## config.mk

```make
export PLATFORM = sky130hd
export DESIGN_NAME = wait_state_controller
export DESIGN_NICKNAME = d
export VERILOG_FILES = /design/src/rtl/pcjr_bus_pkg.sv /design/src/rtl/bus_cycle_decoder.sv /design/src/rtl/wait_state_controller.sv
export SDC_FILE = /design/constraint.sdc
export NUM_CORES = 1
export LEC_CHECK = 0
export ABC_AREA = 1
export ABC_CLOCK_PERIOD_IN_PS = 3900
export CORE_AREA = 5 5 69 71
export CTS_BUF_LIST = sky130_fd_sc_hd__clkbuf_8
export CTS_CLUSTER_DIAMETER = 30
export DETAILED_ROUTE_END_ITERATION = 8
export DIE_AREA = 0 0 74 76
export PLACE_DENSITY_LB_ADDON = 0.3
export SETUP_SLACK_MARGIN = 0.15
export SLEW_MARGIN = 20
export SYNTH_ARGS = -nofsm -noshare
export SYNTH_HDL_FRONTEND = slang
export SYNTH_SLANG_ARGS = --single-unit
export TNS_END_PERCENT = 30
```

## constraint.sdc

```tcl
create_clock -name clock -period 3.9 [get_ports clock]
set_clock_uncertainty 0.1 [all_clocks]
set_input_delay 0.78 -clock clock [delete_from_list [all_inputs] [get_ports clock]]
set_output_delay 0.78 -clock clock [all_outputs]
set_load 0.005 [all_outputs]
```

## src/rtl/pcjr_bus_pkg.sv

```systemverilog
// Shared bus definitions for the 8088 bus-cycle logic: status codes,
// cycle classification and the bus-cycle sequencer states.
package pcjr_bus_pkg;

    // S2..S0 as driven by the 8088
    typedef enum logic [2:0] {
        ST_INTA    = 3'b000,
        ST_IOR     = 3'b001,
        ST_IOW     = 3'b010,
        ST_HALT    = 3'b011,
        ST_FETCH   = 3'b100,
        ST_MEMR    = 3'b101,
        ST_MEMW    = 3'b110,
        ST_PASSIVE = 3'b111
    } bus_status_t;

    typedef enum logic [1:0] {
        CYC_NONE = 2'b00,
        CYC_MEM  = 2'b01,
        CYC_IO   = 2'b10,
        CYC_INTA = 2'b11
    } cycle_type_t;

    typedef enum logic [2:0] {
        S_IDLE = 3'd0,
        S_T1   = 3'd1,
        S_T2   = 3'd2,
        S_TW   = 3'd3,
        S_T3   = 3'd4
    } fsm_state_t;

endpackage

```

## src/rtl/bus_cycle_decoder.sv

```systemverilog
// Classifies a CPU status code into a cycle type and the number of wait
// states that cycle needs. HALT and passive codes are not bus cycles.
module bus_cycle_decoder
    import pcjr_bus_pkg::*;
#(
    parameter int MEM_WAITS  = 0,
    parameter int IO_WAITS   = 1,
    parameter int INTA_WAITS = 1,
    parameter int CNT_WIDTH  = 3
) (
    input  logic [2:0]           status,
    input  logic                 mem_wait_enable,
    output cycle_type_t          cycle_type,
    output logic [CNT_WIDTH-1:0] wait_count
);

    localparam logic [CNT_WIDTH-1:0] MEM_N  = CNT_WIDTH'(MEM_WAITS);
    localparam logic [CNT_WIDTH-1:0] IO_N   = CNT_WIDTH'(IO_WAITS);
    localparam logic [CNT_WIDTH-1:0] INTA_N = CNT_WIDTH'(INTA_WAITS);

    // Status code to cycle type and wait count
    always_comb begin
        cycle_type = CYC_NONE;
        wait_count = '0;
        case (bus_status_t'(status))
            ST_INTA: begin
                cycle_type = CYC_INTA;
                wait_count = INTA_N;
            end
            ST_IOR, ST_IOW: begin
                cycle_type = CYC_IO;
                wait_count = IO_N;
            end
            ST_FETCH, ST_MEMR, ST_MEMW: begin
                cycle_type = CYC_MEM;
                wait_count = mem_wait_enable ? MEM_N : '0;
            end
            default: begin
                cycle_type = CYC_NONE;
                wait_count = '0;
            end
        endcase
    end

endmodule

```

## src/rtl/wait_state_controller.sv

```systemverilog
// Sequences the 8088 bus cycle (IDLE/T1/T2/TW/T3) from the CPU status lines
// and drives the registered READY. Waits are a fixed count per cycle type,
// extended while peripheral_ready is low, and bounded by a watchdog.
module wait_state_controller
    import pcjr_bus_pkg::*;
#(
    parameter int MEM_WAITS  = 0,
    parameter int IO_WAITS   = 1,
    parameter int INTA_WAITS = 1,
    parameter int CNT_WIDTH  = 3,
    parameter int TIMEOUT    = 255
) (
    input  logic       clock,
    input  logic       reset,
    input  logic       cpu_clock_posedge,
    input  logic       cpu_clock_negedge,
    input  logic [2:0] processor_status,
    input  logic       mem_wait_enable,
    input  logic       peripheral_ready,
    input  logic       timeout_clear,
    output logic       ready,
    output logic [1:0] cycle_type,
    output logic       wait_active,
    output logic       timeout_error
);

    localparam int TMO_WIDTH = $clog2(TIMEOUT + 1);
    localparam logic [TMO_WIDTH-1:0] TMO_LIMIT = TMO_WIDTH'(TIMEOUT);

    function automatic logic [CNT_WIDTH-1:0] wait_dec(input logic [CNT_WIDTH-1:0] v);
        return (v == '0) ? v : v - 1'b1;
    endfunction

    function automatic logic [TMO_WIDTH-1:0] tmo_inc(input logic [TMO_WIDTH-1:0] v);
        return (v == TMO_LIMIT) ? v : v + 1'b1;
    endfunction

    fsm_state_t           state_q, state_d;
    bus_status_t          prev_status_q, prev_status_d;
    cycle_type_t          cycle_type_q, cycle_type_d;
    logic [CNT_WIDTH-1:0] wait_cnt_q, wait_cnt_d;
    logic [TMO_WIDTH-1:0] tmo_cnt_q, tmo_cnt_d;
    logic                 ready_q, ready_d;
    logic                 timeout_error_q, timeout_error_d;

    bus_status_t          status_now;
    logic                 status_passive;
    logic                 tmo_hit;
    logic [TMO_WIDTH-1:0] tmo_next;
    cycle_type_t          dec_type;
    logic [CNT_WIDTH-1:0] dec_waits;

    assign status_now     = bus_status_t'(processor_status);
    assign status_passive = (status_now == ST_PASSIVE);
    assign tmo_next       = tmo_inc(tmo_cnt_q);

    bus_cycle_decoder #(
        .MEM_WAITS  (MEM_WAITS),
        .IO_WAITS   (IO_WAITS),
        .INTA_WAITS (INTA_WAITS),
        .CNT_WIDTH  (CNT_WIDTH)
    ) u_decoder (
        .status          (processor_status),
        .mem_wait_enable (mem_wait_enable),
        .cycle_type      (dec_type),
        .wait_count      (dec_waits)
    );

    // Bus-cycle sequencing and counters, advanced on the CPU clock rising edge
    always_comb begin
        state_d       = state_q;
        prev_status_d = prev_status_q;
        cycle_type_d  = cycle_type_q;
        wait_cnt_d    = wait_cnt_q;
        tmo_cnt_d     = tmo_cnt_q;
        tmo_hit       = 1'b0;
        if (cpu_clock_posedge) begin
            prev_status_d = status_now;
            unique case (state_q)
                S_IDLE: begin
                    // Only a passive-to-active edge starts a cycle; HALT decodes as NONE.
                    // The wait count is captured here so it reflects T1 conditions.
                    if (prev_status_q == ST_PASSIVE && dec_type != CYC_NONE) begin
                        state_d      = S_T1;
                        cycle_type_d = dec_type;
                        wait_cnt_d   = dec_waits;
                    end
                end
                S_T1: begin
                    if (status_passive) begin
                        state_d      = S_IDLE;
                        cycle_type_d = CYC_NONE;
                    end else begin
                        state_d   = S_T2;
                        tmo_cnt_d = '0;
                    end
                end
                S_T2: begin
                    if (status_passive) begin
                        state_d      = S_IDLE;
                        cycle_type_d = CYC_NONE;
                    end else if (wait_cnt_q != '0 || !peripheral_ready) begin
                        // Entering TW consumes the first wait so READY can rise
                        // at the negedge of the last TW.
                        state_d    = S_TW;
                        wait_cnt_d = wait_dec(wait_cnt_q);
                    end else begin
                        state_d = S_T3;
                    end
                end
                S_TW: begin
                    if (status_passive) begin
                        state_d      = S_IDLE;
                        cycle_type_d = CYC_NONE;
                    end else begin
                        tmo_cnt_d  = tmo_next;
                        wait_cnt_d = wait_dec(wait_cnt_q);
                        if (tmo_next == TMO_LIMIT) begin
                            tmo_hit = 1'b1;
                            state_d = S_T3;
                        end else if (wait_cnt_q == '0 && peripheral_ready) begin
                            state_d = S_T3;
                        end
                    end
                end
                S_T3: begin
                    // T3 also stands in for T4 until the CPU goes passive
                    if (status_passive) begin
                        state_d      = S_IDLE;
                        cycle_type_d = CYC_NONE;
                    end
                end
                default: begin
                    state_d      = S_IDLE;
                    cycle_type_d = CYC_NONE;
                end
            endcase
        end
    end

    // READY update on the CPU clock falling edge, using post-posedge state so a
    // coincident rising edge is seen first. A watchdog expiry leaves TW in the
    // same clock, so the forced-high case falls out of the state test.
    always_comb begin
        ready_d = ready_q;
        if (cpu_clock_negedge) begin
            ready_d = !(((state_d == S_T2) || (state_d == S_TW)) &&
                        ((wait_cnt_d != '0) || !peripheral_ready));
        end
    end

    // Sticky watchdog flag; a new expiry beats a simultaneous clear
    always_comb begin
        timeout_error_d = timeout_error_q;
        if (tmo_hit) begin
            timeout_error_d = 1'b1;
        end else if (timeout_clear) begin
            timeout_error_d = 1'b0;
        end
    end

    // State and output registers
    always_ff @(posedge clock or posedge reset) begin
        if (reset) begin
            state_q         <= S_IDLE;
            prev_status_q   <= ST_INTA;
            cycle_type_q    <= CYC_NONE;
            wait_cnt_q      <= '0;
            tmo_cnt_q       <= '0;
            ready_q         <= 1'b1;
            timeout_error_q <= 1'b0;
        end else begin
            state_q         <= state_d;
            prev_status_q   <= prev_status_d;
            cycle_type_q    <= cycle_type_d;
            wait_cnt_q      <= wait_cnt_d;
            tmo_cnt_q       <= tmo_cnt_d;
            ready_q         <= ready_d;
            timeout_error_q <= timeout_error_d;
        end
    end

    assign ready         = ready_q;
    assign cycle_type    = cycle_type_q;
    assign wait_active   = (state_q == S_TW);
    assign timeout_error = timeout_error_q;

endmodule

```

== Word-level counts from Yosys, hierarchy flattened ==
Index checks and enable logic that the tools add are counted.
Word-level totals
  register bits after elaboration: 21
  word-level logic and storage cells: 82
Cells by class
  eq/ne operators: 19
  $add $sub $neg: 2
  mux-type cells: 32
  reduce and logical (&&, ||, !) cells: 22
Operator list (count)
  $mux 3: 14
  $mux 8: 3
  $eq 3x3->1 const B: 6
  $eq 8x8->1 const B: 2
  $pmux 8 s2: 1
  $eq 3x2->1 const B: 5
  $pmux 3 s5: 1
  $logic_not 3->1: 3
  $pmux 3 s3: 1
  $add 8x1->8 const B: 1
  $mux 1: 7
  $eq 3x1->1 const B: 2
  $mux 2: 3
  $ne 2x2->1 const B: 3
  $pmux 2 s3: 1
  $reduce_bool 2->1: 3
  $reduce_bool 3->1: 2
  $reduce_or 3->1: 2
  $pmux 2 s2: 1
  $reduce_and 4->1: 1
  $reduce_or 4->1: 1
  $logic_and 1x1->1: 3
  $logic_or 1x1->1: 3
  $reduce_and 3->1: 1
  4 further kinds: 5

== Longest topological paths before layout ==
  depth after elaboration: 12
  gate-level depth with buffers: 16
  depth with buffers taken out: 16

== Cells and area by module ==
From an unflattened synthesis, not the netlist that was laid out.
Unflattened totals
  cell total of the unflattened synthesis: 219
  area, all modules: 1505.2 um^2
Modules (own cells, without submodules)
  wait_state_controller: cells an instance 209, times used 1, seq. area each 526.8 um^2, area an instance 1457.6 um^2
  bus_cycle_decoder: cells an instance 10, times used 1, seq. area each 0.0 um^2, area an instance 47.5 um^2

== Worst setup path before layout ==
OpenSTA, ideal clock, no wires.
  path kind: input to register
  start: input processor_status[0]
  end: register tmo_cnt_q[2]
  cell stages on the path: 6
  data arrival time: 1780 ps
  data required time: 3717 ps
  setup slack: 1937 ps
  path through: nand3_2 nand2_1 nor3_1 clkbuf_1 nand3_1 o21ai_0
On the way
  longest elaborated chain between the ends: 3
  elaborated cells on any way between the ends: 4
RTL lines
  start: declaration: line wait_state_controller.sv:17  | input logic [2:0] processor_status,
  $eq 3x3->1 (*): line wait_state_controller.sv:54  | assign status_passive = (status_now == ST_PASSIVE);
  $ne 2x2->1 (no line)
  $reduce_and 4->1 (no line) (*)
  end signal: assignment: line wait_state_controller.sv:177  | tmo_cnt_q <= tmo_cnt_d;
  end: declaration: line wait_state_controller.sv:42  | logic [TMO_WIDTH-1:0] tmo_cnt_q, tmo_cnt_d;
Every way passes the cells marked *; elsewhere a longest branch is shown, timed or not.
A chain may end at the register's enable or synchronous reset.

== Worst setup path in the final report ==
  start: register state_q[2]
  end: output wait_active
On the way
  longest elaborated chain between the ends: 1
RTL lines
  start: declaration: line wait_state_controller.sv:38  | fsm_state_t state_q, state_d;
  start signal: assignment: line wait_state_controller.sv:173  | state_q <= state_d;
  $eq 3x2->1: line wait_state_controller.sv:185  | assign wait_active = (state_q == S_TW);
  end: declaration: line wait_state_controller.sv:23  | output logic wait_active,
No other way between the ends.

==> results.sh <==
export IMPL_reg2reg_slack_ns=1.96
export IMPL_grt_pass1_wl_mm=5.25
export IMPL_async_flop_share=1.00
export IMPL_grtUsageTotal=0.115
export IMPL_fin_hold_ws_ns=0.379
export IMPL_grt_overflow=0
export IMPL_yosysUniqueCellTypes=27
export IMPL_cts_tree="yes"
export IMPL_reg2reg_from="tmo_cnt_q[0]$_DFFE_PP0P_"
export IMPL_num_antenna_cells=0
export IMPL_startpoint_type="flip-flop"
export IMPL_fp_dieW_um=74
export IMPL_postLayoutCellArea_sq_mm=0.00161
export IMPL_hold_violations=0
export IMPL_yosysMostFrequentCell="nand2_1"
export IMPL_initial_core_util=0.323
export IMPL_worstPathMaxFanout=10
export IMPL_worstHoldStart="prev_status_q[0]$_DFFE_PP0P_"
export IMPL_cts_hold_buffers_added=0
export IMPL_post_cts_setup_buffers=0
export IMPL_slew_viol_final=0
export IMPL_hold_path_depth=2
export IMPL_status="finished, final reports clean"
export IMPL_dr_total_vias=1259
export IMPL_synth_fp_nets=209
export IMPL_fmax_mhz=379
export IMPL_critPathRequiredTime_ns=3.02
export IMPL_placed_area_sq_mm=0.00156
export IMPL_insertion_delay_ns=0.26
export IMPL_relSlewSlack=0.459
export IMPL_initialDrtViolationCount=97
export IMPL_ir_drop_uv=315
export IMPL_syn_inst=196
export IMPL_synth_commonest_cells="nand2_1 (58), nand3_1 (27), inv_1 (24)"
export IMPL_yosysSeqAreaShare=0.390
export IMPL_ant_nets=0
export IMPL_post_route_min_period_ns=2.64
export IMPL_rr_endpoint="ready$_DFFE_PP1P_"
export IMPL_ys_warn_count=0
export IMPL_portBuffers=13
export IMPL_route_detailed_drc=0
export IMPL_area_growth_pct=18.9
export IMPL_min_delay_worst_endpoint="prev_status_q[0]$_DFFE_PP0P_"
export IMPL_antenna_found_initial=0
export IMPL_fin_cells=266
export IMPL_synth_edff_count=0
export IMPL_synth_ff_type="dfrtp_1"
export IMPL_slowest_delay_ns=0.52
export IMPL_end_kind="primary output"
export IMPL_cts_htree_levels=1
export IMPL_yosysTopAreaCell="dfrtp_1"
export IMPL_nNetsFinal=228
export IMPL_setup_violations=0
export IMPL_final_util=0.385
export IMPL_fp_dieH_um=76
export IMPL_clock_sinks=21
export IMPL_cts_buffers=3
export IMPL_critPathKind="reg2out"
export IMPL_layout_setup_ws_ns=1.26
export IMPL_io_pins=15
export IMPL_period_share=0.676
export IMPL_cp_slowest_cell="clkdlybuf4s50_1"
export IMPL_nFillCells=462
export IMPL_dpl_hpwl_mm=2.26
export IMPL_crit_buf_inv=3
export IMPL_drv_cap=0
export IMPL_cts_root_buf="clkbuf_8"
export IMPL_cts_resized=0
export IMPL_wl_mm=2.98
export IMPL_dp_cells=262
export IMPL_rows=24
export IMPL_hold_path_class="reg2reg"
export IMPL_critical_path_cell_chain="inv_2 -> nand2_1 -> nor2_1 -> buf_4 -> clkdlybuf4s50_1"
export IMPL_post_drt_wl_per_cell_um=11.2
export IMPL_first_pass_iters=4
export IMPL_multiInputGateArea_sq_um=718
export IMPL_place_congestion=0.847
export IMPL_clk_pin_slew_ns=0.08
export IMPL_total_power_uw=923
export IMPL_via_per_inst=4.73
export IMPL_rsz0062_at_grt="false"
export IMPL_synthTopCellsByArea="dfrtp_1 (37%), nand2_1 (16%), nand3_1 (10%), inv_1 (6.7%), o21ai_0 (5.9%)"
export IMPL_clock_tree_buffer_depth=2
export IMPL_p_per_area_mw_per_mm2=575
export IMPL_worst_pin_slew_ns=0.810
export IMPL_r2r_cells=13
export IMPL_drive_gt1_frac=0.0794
export IMPL_setup_tns_ns=0
export IMPL_design_core_area_sq_mm=0.00417
export IMPL_synth_area_sq_mm=0.00135
export IMPL_regArea_sq_um=527
export IMPL_die_area_sq_mm=0.00562
export IMPL_dpl_worst_slack_ns=1.19
export IMPL_cp_top_family="buffers and inverters"
export IMPL_grt_max_degree=22
export IMPL_ys_seq_elements=21
export IMPL_syn_area_per_cell_sq_um=6.89
export IMPL_critPathArrivalTime_ns=1.76
export IMPL_yosysTopAreaCellShare=0.371
export IMPL_p_leak_nw=0.762
export IMPL_grt_pass1_vias=1218
## power by group
part | internal [mW] | total, mW | switching, mW
Sequential | 0.284 | 0.339 | 0.0550
Combinational | 0.175 | 0.440 | 0.264
Clock | 0.0703 | 0.145 | 0.0744
## metal layers
| layer | share of wire | track usage |
|---|---|---|
| met1 | 0.47 | 0.150 |
| met2 | 0.50 | 0.188 |
| met3 | 0.028 | 0.0277 |
| met4 | 0.0067 | 0.0290 |
| met5 | 0 | 0 |
## registers in the layout, summed over array words and instances (netlist names)
name and count:
prev_status_q 3, ready 1, tmo_cnt_q 8, cycle_type 2
state_q 3, timeout_error 1, wait_cnt_q 3
## final cells by class
type                    instances  area share
well taps                      52      0.0405
inverters                      26      0.0608
multi-input cells             147       0.447
repair buffers                 16      0.0951
clock buffers                   3      0.0257
flip-flops and latches         21       0.328
clock inverters                 1     0.00234
## cell families (layout without fill, tap and decap cells)
logic type      Yosys count  after routing  share of synthesized area
compound gates           28             28                      0.116
xor+xnor                  1              1                    0.00649
fa+ha+maj                 3              3                     0.0278
buf+inv                  28             46                     0.0779
flops                    21             21                      0.390
simple gates            115            115                      0.382
## cells in the final DEF, fill, tap and decap left out, drive strengths merged
| cell | n |
|---|---|
| o21ai | 20 |
| ha | 3 |
| and2 | 1 |
| nand3b | 1 |
| nand2 | 60 |
| clkbuf | 3 |
| inv | 27 |
| o221ai | 1 |
| buf | 3 |
| a41oi | 1 |
| clkdlybuf4s50 | 13 |
| o22ai | 2 |
| nor2 | 20 |
| a21boi | 1 |
| dfrtp | 20 |
| nand3 | 28 |
| nand4 | 1 |
| dfstp | 1 |
| xor2 | 1 |
| a21oi | 3 |
| nor3 | 4 |
## worst max path at each step
stage                    startpoint                        to  slack, ns  depth (start not counted)
2_1_floorplan   processor_status[0]  tmo_cnt_q[2]$_DFFE_PP0P_       1.94                          6
3_3_place_gp      cpu_clock_posedge         ready$_DFFE_PP1P_       1.19                         11
3_5_place_dp      cpu_clock_posedge         ready$_DFFE_PP1P_       1.19                         11
5_1_grt        state_q[2]$_DFF_PP0_               wait_active       1.12                          5
4_1_cts        state_q[2]$_DFF_PP0_               wait_active       1.23                          5
6_report       state_q[2]$_DFF_PP0_               wait_active       1.26                          5
## worst register-to-register path: cells and delay by family, from the launching register on
| kind | cells | cell delay [ns] |
|---|---|---|
| and+or+nand+nor | 11 | 1.07 |
| DFF | 1 | 0.39 |
| adders and majority gates | 1 | 0.21 |
| AOI/OAI and AO/OA | 1 | 0.11 |
Note: power is estimated with default switching activity, not from simulation.
